===== src/rtl/dmem_arbiter_if.sv =====
// Requester-side bundle for dmem_arbiter: request/grant handshake plus registered read return.
interface dmem_arbiter_if #(
  parameter int DATA_WIDTH = 32,
  parameter int ADDR_WIDTH = 32
);
  logic                  req;
  logic                  we;
  logic [ADDR_WIDTH-1:0] addr;
  logic [DATA_WIDTH-1:0] wdata;
  logic                  gnt;
  logic                  rvalid;
  logic [DATA_WIDTH-1:0] rdata;
  logic                  err;

  modport master (
    output req, we, addr, wdata,
    input  gnt, rvalid, rdata, err
  );

  modport slave (
    input  req, we, addr, wdata,
    output gnt, rvalid, rdata, err
  );
endinterface


===== src/rtl/dmem_arbiter.sv =====
// Round-robin two-requester sequencer in front of a single-port data memory.
// Optional address range check enabled by defining DMEM_ARB_RANGE_CHECK_EN.
module dmem_arbiter #(
  parameter int DATA_WIDTH = 32,
  parameter int ADDR_WIDTH = 32,
  parameter int MEM_DEPTH  = 4
) (
  input  logic                  clk,
  input  logic                  rst,
  dmem_arbiter_if.slave         m0,
  dmem_arbiter_if.slave         m1,
  output logic                  mem_we,
  output logic [ADDR_WIDTH-1:0] mem_a,
  output logic [DATA_WIDTH-1:0] mem_di,
  input  logic [DATA_WIDTH-1:0] mem_rd
);

  typedef enum logic {IDLE, SERVE} state_t;

  state_t                state, state_nx;
  logic                  last;
  logic                  owner;
  logic                  lat_we;
  logic [ADDR_WIDTH-1:0] lat_addr;
  logic [DATA_WIDTH-1:0] lat_wdata;

  logic                  load;
  logic                  win;
  logic                  sel_we;
  logic [ADDR_WIDTH-1:0] sel_addr;
  logic [DATA_WIDTH-1:0] sel_wdata;

  logic                  serve;
  logic                  addr_ok;
  logic [1:0]            rvalid_q;
  logic [DATA_WIDTH-1:0] rdata_q [2];

  assign serve = (state == SERVE);

`ifdef DMEM_ARB_RANGE_CHECK_EN
  localparam logic [ADDR_WIDTH-3:0] DEPTH_IDX = (ADDR_WIDTH-2)'(MEM_DEPTH);
  logic [1:0] err_q;

  assign addr_ok = (lat_addr[ADDR_WIDTH-1:2] < DEPTH_IDX);
  assign m0.err  = err_q[0];
  assign m1.err  = err_q[1];
`else
  assign addr_ok = 1'b1;
  assign m0.err  = 1'b0;
  assign m1.err  = 1'b0;
`endif

  // In SERVE the owner's req is still high, so only the other side can win the next slot.
  always_comb begin
    state_nx = state;
    load     = 1'b0;
    win      = owner;
    case (state)
      IDLE: begin
        if (m0.req || m1.req) begin
          load     = 1'b1;
          state_nx = SERVE;
          if (m0.req && m1.req) win = ~last;
          else                  win = m1.req;
        end
      end
      SERVE: begin
        if (owner ? m0.req : m1.req) begin
          load = 1'b1;
          win  = ~owner;
        end else begin
          state_nx = IDLE;
        end
      end
      default: state_nx = IDLE;
    endcase
  end

  assign sel_we    = win ? m1.we    : m0.we;
  assign sel_addr  = win ? m1.addr  : m0.addr;
  assign sel_wdata = win ? m1.wdata : m0.wdata;

  always_ff @(posedge clk or posedge rst) begin
    if (rst) begin
      state     <= IDLE;
      last      <= 1'b1;
      owner     <= 1'b0;
      lat_we    <= 1'b0;
      lat_addr  <= '0;
      lat_wdata <= '0;
    end else begin
      state <= state_nx;
      if (serve) last <= owner;
      if (load) begin
        owner     <= win;
        lat_we    <= sel_we;
        lat_addr  <= sel_addr;
        lat_wdata <= sel_wdata;
      end
    end
  end

  // Memory bus follows the latch, so address/data hold their last values while idle.
  assign mem_we = serve && lat_we && addr_ok;
  assign mem_a  = lat_addr;
  assign mem_di = lat_wdata;

  assign m0.gnt = serve && !owner;
  assign m1.gnt = serve &&  owner;

  always_ff @(posedge clk or posedge rst) begin
    if (rst) begin
      rvalid_q   <= '0;
      rdata_q[0] <= '0;
      rdata_q[1] <= '0;
    end else begin
      rvalid_q <= '0;
      if (serve && !lat_we) begin
        rvalid_q[owner] <= 1'b1;
        rdata_q[owner]  <= addr_ok ? mem_rd : '0;
      end
    end
  end

`ifdef DMEM_ARB_RANGE_CHECK_EN
  always_ff @(posedge clk or posedge rst) begin
    if (rst) begin
      err_q <= '0;
    end else begin
      err_q <= '0;
      if (serve && !addr_ok) err_q[owner] <= 1'b1;
    end
  end
`endif

  assign m0.rvalid = rvalid_q[0];
  assign m1.rvalid = rvalid_q[1];
  assign m0.rdata  = rdata_q[0];
  assign m1.rdata  = rdata_q[1];

endmodule


===== src/flat_wrapper.sv =====
// flat-port wrapper written by rule: the top's interface ports become plain ports
module dmem_arbiter_flat 
#(
  parameter int DATA_WIDTH = 32,
  parameter int ADDR_WIDTH = 32,
  parameter int MEM_DEPTH  = 4
)
  (clk, rst, mem_we, mem_a, mem_di, mem_rd, m0_req, m0_we, m0_addr, m0_wdata, m0_gnt, m0_rvalid, m0_rdata, m0_err, m1_req, m1_we, m1_addr, m1_wdata, m1_gnt, m1_rvalid, m1_rdata, m1_err);
  dmem_arbiter_if #(.DATA_WIDTH(DATA_WIDTH), .ADDR_WIDTH(ADDR_WIDTH)) m0_i ();
  dmem_arbiter_if #(.DATA_WIDTH(DATA_WIDTH), .ADDR_WIDTH(ADDR_WIDTH)) m1_i ();
  input  logic clk;
  input  logic rst;
  output logic mem_we;
  output logic [ADDR_WIDTH-1:0] mem_a;
  output logic [DATA_WIDTH-1:0] mem_di;
  input  logic [DATA_WIDTH-1:0] mem_rd;
  input wire logic [$bits(m0_i.req)-1:0] m0_req;
  input wire logic [$bits(m0_i.we)-1:0] m0_we;
  input wire logic [$bits(m0_i.addr)-1:0] m0_addr;
  input wire logic [$bits(m0_i.wdata)-1:0] m0_wdata;
  output wire logic [$bits(m0_i.gnt)-1:0] m0_gnt;
  output wire logic [$bits(m0_i.rvalid)-1:0] m0_rvalid;
  output wire logic [$bits(m0_i.rdata)-1:0] m0_rdata;
  output wire logic [$bits(m0_i.err)-1:0] m0_err;
  input wire logic [$bits(m1_i.req)-1:0] m1_req;
  input wire logic [$bits(m1_i.we)-1:0] m1_we;
  input wire logic [$bits(m1_i.addr)-1:0] m1_addr;
  input wire logic [$bits(m1_i.wdata)-1:0] m1_wdata;
  output wire logic [$bits(m1_i.gnt)-1:0] m1_gnt;
  output wire logic [$bits(m1_i.rvalid)-1:0] m1_rvalid;
  output wire logic [$bits(m1_i.rdata)-1:0] m1_rdata;
  output wire logic [$bits(m1_i.err)-1:0] m1_err;
  assign m0_i.req = m0_req;
  assign m0_i.we = m0_we;
  assign m0_i.addr = m0_addr;
  assign m0_i.wdata = m0_wdata;
  assign m0_gnt = m0_i.gnt;
  assign m0_rvalid = m0_i.rvalid;
  assign m0_rdata = m0_i.rdata;
  assign m0_err = m0_i.err;
  assign m1_i.req = m1_req;
  assign m1_i.we = m1_we;
  assign m1_i.addr = m1_addr;
  assign m1_i.wdata = m1_wdata;
  assign m1_gnt = m1_i.gnt;
  assign m1_rvalid = m1_i.rvalid;
  assign m1_rdata = m1_i.rdata;
  assign m1_err = m1_i.err;
  dmem_arbiter #(.DATA_WIDTH(DATA_WIDTH), .ADDR_WIDTH(ADDR_WIDTH), .MEM_DEPTH(MEM_DEPTH)) u_core (.clk(clk), .rst(rst), .m0(m0_i), .m1(m1_i), .mem_we(mem_we), .mem_a(mem_a), .mem_di(mem_di), .mem_rd(mem_rd));
endmodule

===== config.mk =====
export PLATFORM = sky130hd
export DESIGN_NAME = dmem_arbiter_flat
export DESIGN_NICKNAME = d
export VERILOG_FILES = /design/src/rtl/dmem_arbiter_if.sv /design/src/rtl/dmem_arbiter.sv /design/src/flat_wrapper.sv
export SDC_FILE = /design/constraint.sdc
export NUM_CORES = 1
export LEC_CHECK = 0
export CORE_MARGIN = 4
export CORE_UTILIZATION = 39
export CTS_CLUSTER_SIZE = 14
export DETAILED_ROUTE_END_ITERATION = 8
export GPL_TIMING_DRIVEN = 0
export PLACE_DENSITY = 0.82
export SLEW_MARGIN = 15
export SYNTH_ARGS = -nofsm -noshare
export SYNTH_HDL_FRONTEND = slang
export SYNTH_SLANG_ARGS = --single-unit

===== constraint.sdc =====
create_clock -name clk -period 4 [get_ports clk]
set_clock_uncertainty 0.1 [all_clocks]
set_input_delay 0.6 -clock clk [delete_from_list [all_inputs] [get_ports clk]]
set_output_delay 0.6 -clock clk [all_outputs]
set_load 0.01 [all_outputs]

==> metrics.txt <==
outcome finished clean; cell count after placement 1187; number of hold violations in the final report 0; placed inst area 10300 sq um; total standard cell area after synthesis 6990 sq um; Critical Path Sink Type flop; HPWL reported at the end of detailed placement 17200 um; Die Area 20100 sq um; max-cap viol count 0; Resize count post-CTS 0; minimum clock period 2.48 ns; Syn. warnings 0; final setup slack of the worst path 1.52 ns; Hold Buf Count CTS 0; core region area 17400 sq um; maximum fanout along the worst path 10; clock-pin slew on the worst setup and hold paths 0.06 ns; sum of negative setup slack 0 ns; final standard cell area without fillers 10900 sq um; Fmax 404 MHz; Max-slew headroom 0.572; # setup viols final 0; library cell used as clock root buffer sky130_fd_sc_hd__clkbuf_16; final cell count without fillers 1219; Lkg Pwr 4.80 nW; total I/O pin count 301; setup repair after global routing missed its margin false; transition time at the pin with the least slew margin 0.642 ns; Post-CTS Setup Repair Bufs 0; global-route wire length before repair 35800 um; count of vias placed by the detailed router 6384; n_diodes 0; period utilisation layout 0.619; Detailed Route WL 23200 um; maximum buffer depth of the clock tree 2; vias per cell 5.24; number of rows in the core area 48; CTS Buf Count 17; number of nets with antenna violations after routing 0; number of H-tree levels 4; peak supply drop 0.000371 V; nets@finish 1147; routed length per placed instance 19.0 um; DRC violations left 0; Hold Slack 0.370 ns; die span in x 142 um; CTS tree yes; synth unique cells 20; Hold Crit Class reg -> reg; number of instances in the synthesized netlist 660; share of layout cells above drive strength 1 0.158; iteration count of the initial detailed-routing pass 5; Avg Cell Area, Syn 10.6 sq um; Clock Sink Count 134; kind of start point of the critical path input port; type of the worst setup path in -> reg; # fillers 1417; required time of the worst setup path 4.26 ns; floorplan die height 142 um; GRT overflow 0; RD Place Congestion 0.814; post-place setup slack 1.10 ns; total power density per cell area 618 nW/um^2; Yosys reg bits 134; worst endpoint data arrival time 2.73 ns; Pins Over Slew Limit 0; Initial DRC Count 406; combined global-route utilization of all metal layers 0.226; maximum number of pins on one net before global-route repair 35; via count of the first global-routing pass 6488; Clock Latency Late Sink 0.42 ns; antenna violations before repair 0; number of I/O port buffers 297; signed area change from the synthesized netlist to the final layout 56.6%; initial standard-cell utilization of the core 0.401; portion of the post-synthesis area used by sequential elements 0.480
## worst max-delay path, cell delays in order
cell and delay (ns):
sky130_fd_sc_hd__clkdlybuf4s50_1 0.55, sky130_fd_sc_hd__nor2_1 0.07, sky130_fd_sc_hd__nor2_1 0.12, sky130_fd_sc_hd__clkbuf_1 0.47, sky130_fd_sc_hd__clkbuf_1 0.49, sky130_fd_sc_hd__a221o_1 0.28, sky130_fd_sc_hd__mux2_2 0.15
## cell type report
type	count	area [sq um]	share of cell area
Sequential cell	134	3350	0.306
Multi-Input combinational cell	467	3320	0.303
Inverter	5	22.5	0.00206
Tap cell	225	282	0.0257
Clock buffer	18	429	0.0392
Buffer	55	300	0.0274
Timing Repair Buffer	301	3050	0.279
Clock inverter	14	186	0.0170
## per-stage QoR
| step | total power (W) | util |
|---|---|---|
| after CTS | 0.00684 | 0.628 |
| after detailed placement | 0.00514 | 0.593 |
| final | 0.00677 | 0.628 |
| after floorplan | 0.00351 | - |
| after global placement | 0.00507 | 0.589 |
| after global routing | 0.00712 | 0.628 |
## per-layer routing
metal | up-vias | global-route usage | routed length (um)
li1 | 2969 | - | -
met5 | - | 0 | 0
met4 | 0 | 0.0854 | 617
met1 | 3122 | 0.286 | 9550
met2 | 253 | 0.380 | 11600
met3 | 40 | 0.0502 | 1350
## sequential cells by signal, summed over array words and instances, names as in the netlist
register and flops:
u_core.last 1, u_core.lat_we 1, u_core.m0.rdata 32, u_core.m1.rdata 32, u_core.mem_a 32, u_core.mem_di 32
u_core.owner 1, u_core.rvalid_q 2, u_core.serve 1
## Yosys cell counts (all sizes together)
| master | count | area, sq um |
|---|---|---|
| nand2 | 227 | 852 |
| dfrtp | 133 | 3330 |
| mux2 | 98 | 1110 |
| a221o | 65 | 651 |
| mux2i | 65 | 651 |
| buf | 28 | 199 |
| clkbuf | 27 | 101 |
| inv | 5 | 18.8 |
| a21oi | 4 | 20.0 |
| nor2 | 3 | 11.3 |
| and2 | 1 | 6.26 |
| conb | 1 | 3.75 |
| dfstp | 1 | 26.3 |
| nand2b | 1 | 6.26 |
| or2 | 1 | 6.26 |
## power breakdown
group | internal (W) | switching (W)
Clock | 0.00100 | 0.000657
Sequential | 0.00190 | 0.000282
Combinational | 0.00172 | 0.00121
## worst paths after layout
| check | to | slack, ns | cells after the start | from |
|---|---|---|---|---|
| setup reg to reg | u_core.mem_di[4] | 1.85 | 6 | u_core.owner |
| hold reg to reg | u_core.m1.rdata[17] | 0.37 | 2 | u_core.m1.rdata[17] |
| min in group asynchronous | u_core.m1.rdata[25] | 0.48 | 2 | rst |
| max in group asynchronous | u_core.m0.rdata[17] | 2.55 | 4 | rst |
| hold / removal | u_core.m1.rdata[17] | 0.37 | 2 | u_core.m1.rdata[17] |
| setup / recovery | u_core.mem_di[4] | 1.52 | 7 | m1_req |
## logic make-up (layout without fill, tap and decap cells)
kind of cell | Yosys count | count (layout) | share of synthesized area
buffers and inverters | 60 | 393 | 0.0457
AOI/OAI and AO/OA | 69 | 69 | 0.0960
DFF | 134 | 134 | 0.480
other | 1 | 2 | 0.000537
and+or+nand+nor | 233 | 233 | 0.126
muxes | 163 | 163 | 0.252
## layout by cell type (no fill, tap or decap), types with 2 or more instances in the layout
master / n
sky130_fd_sc_hd__a21oi_1: 4
sky130_fd_sc_hd__a221o_1: 65
sky130_fd_sc_hd__buf_1: 7
sky130_fd_sc_hd__buf_12: 7
sky130_fd_sc_hd__buf_2: 12
sky130_fd_sc_hd__buf_4: 5
sky130_fd_sc_hd__bufinv_16: 3
sky130_fd_sc_hd__clkbuf_1: 28
sky130_fd_sc_hd__clkbuf_16: 17
sky130_fd_sc_hd__clkdlybuf4s50_1: 297
sky130_fd_sc_hd__clkinvlp_4: 3
sky130_fd_sc_hd__conb_1: 2
sky130_fd_sc_hd__dfrtp_1: 133
sky130_fd_sc_hd__inv_1: 4
sky130_fd_sc_hd__inv_6: 8
sky130_fd_sc_hd__mux2_2: 97
sky130_fd_sc_hd__mux2i_1: 65
sky130_fd_sc_hd__nand2_1: 227
sky130_fd_sc_hd__nor2_1: 3
No activity file was read; power rests on OpenSTA's default activity.
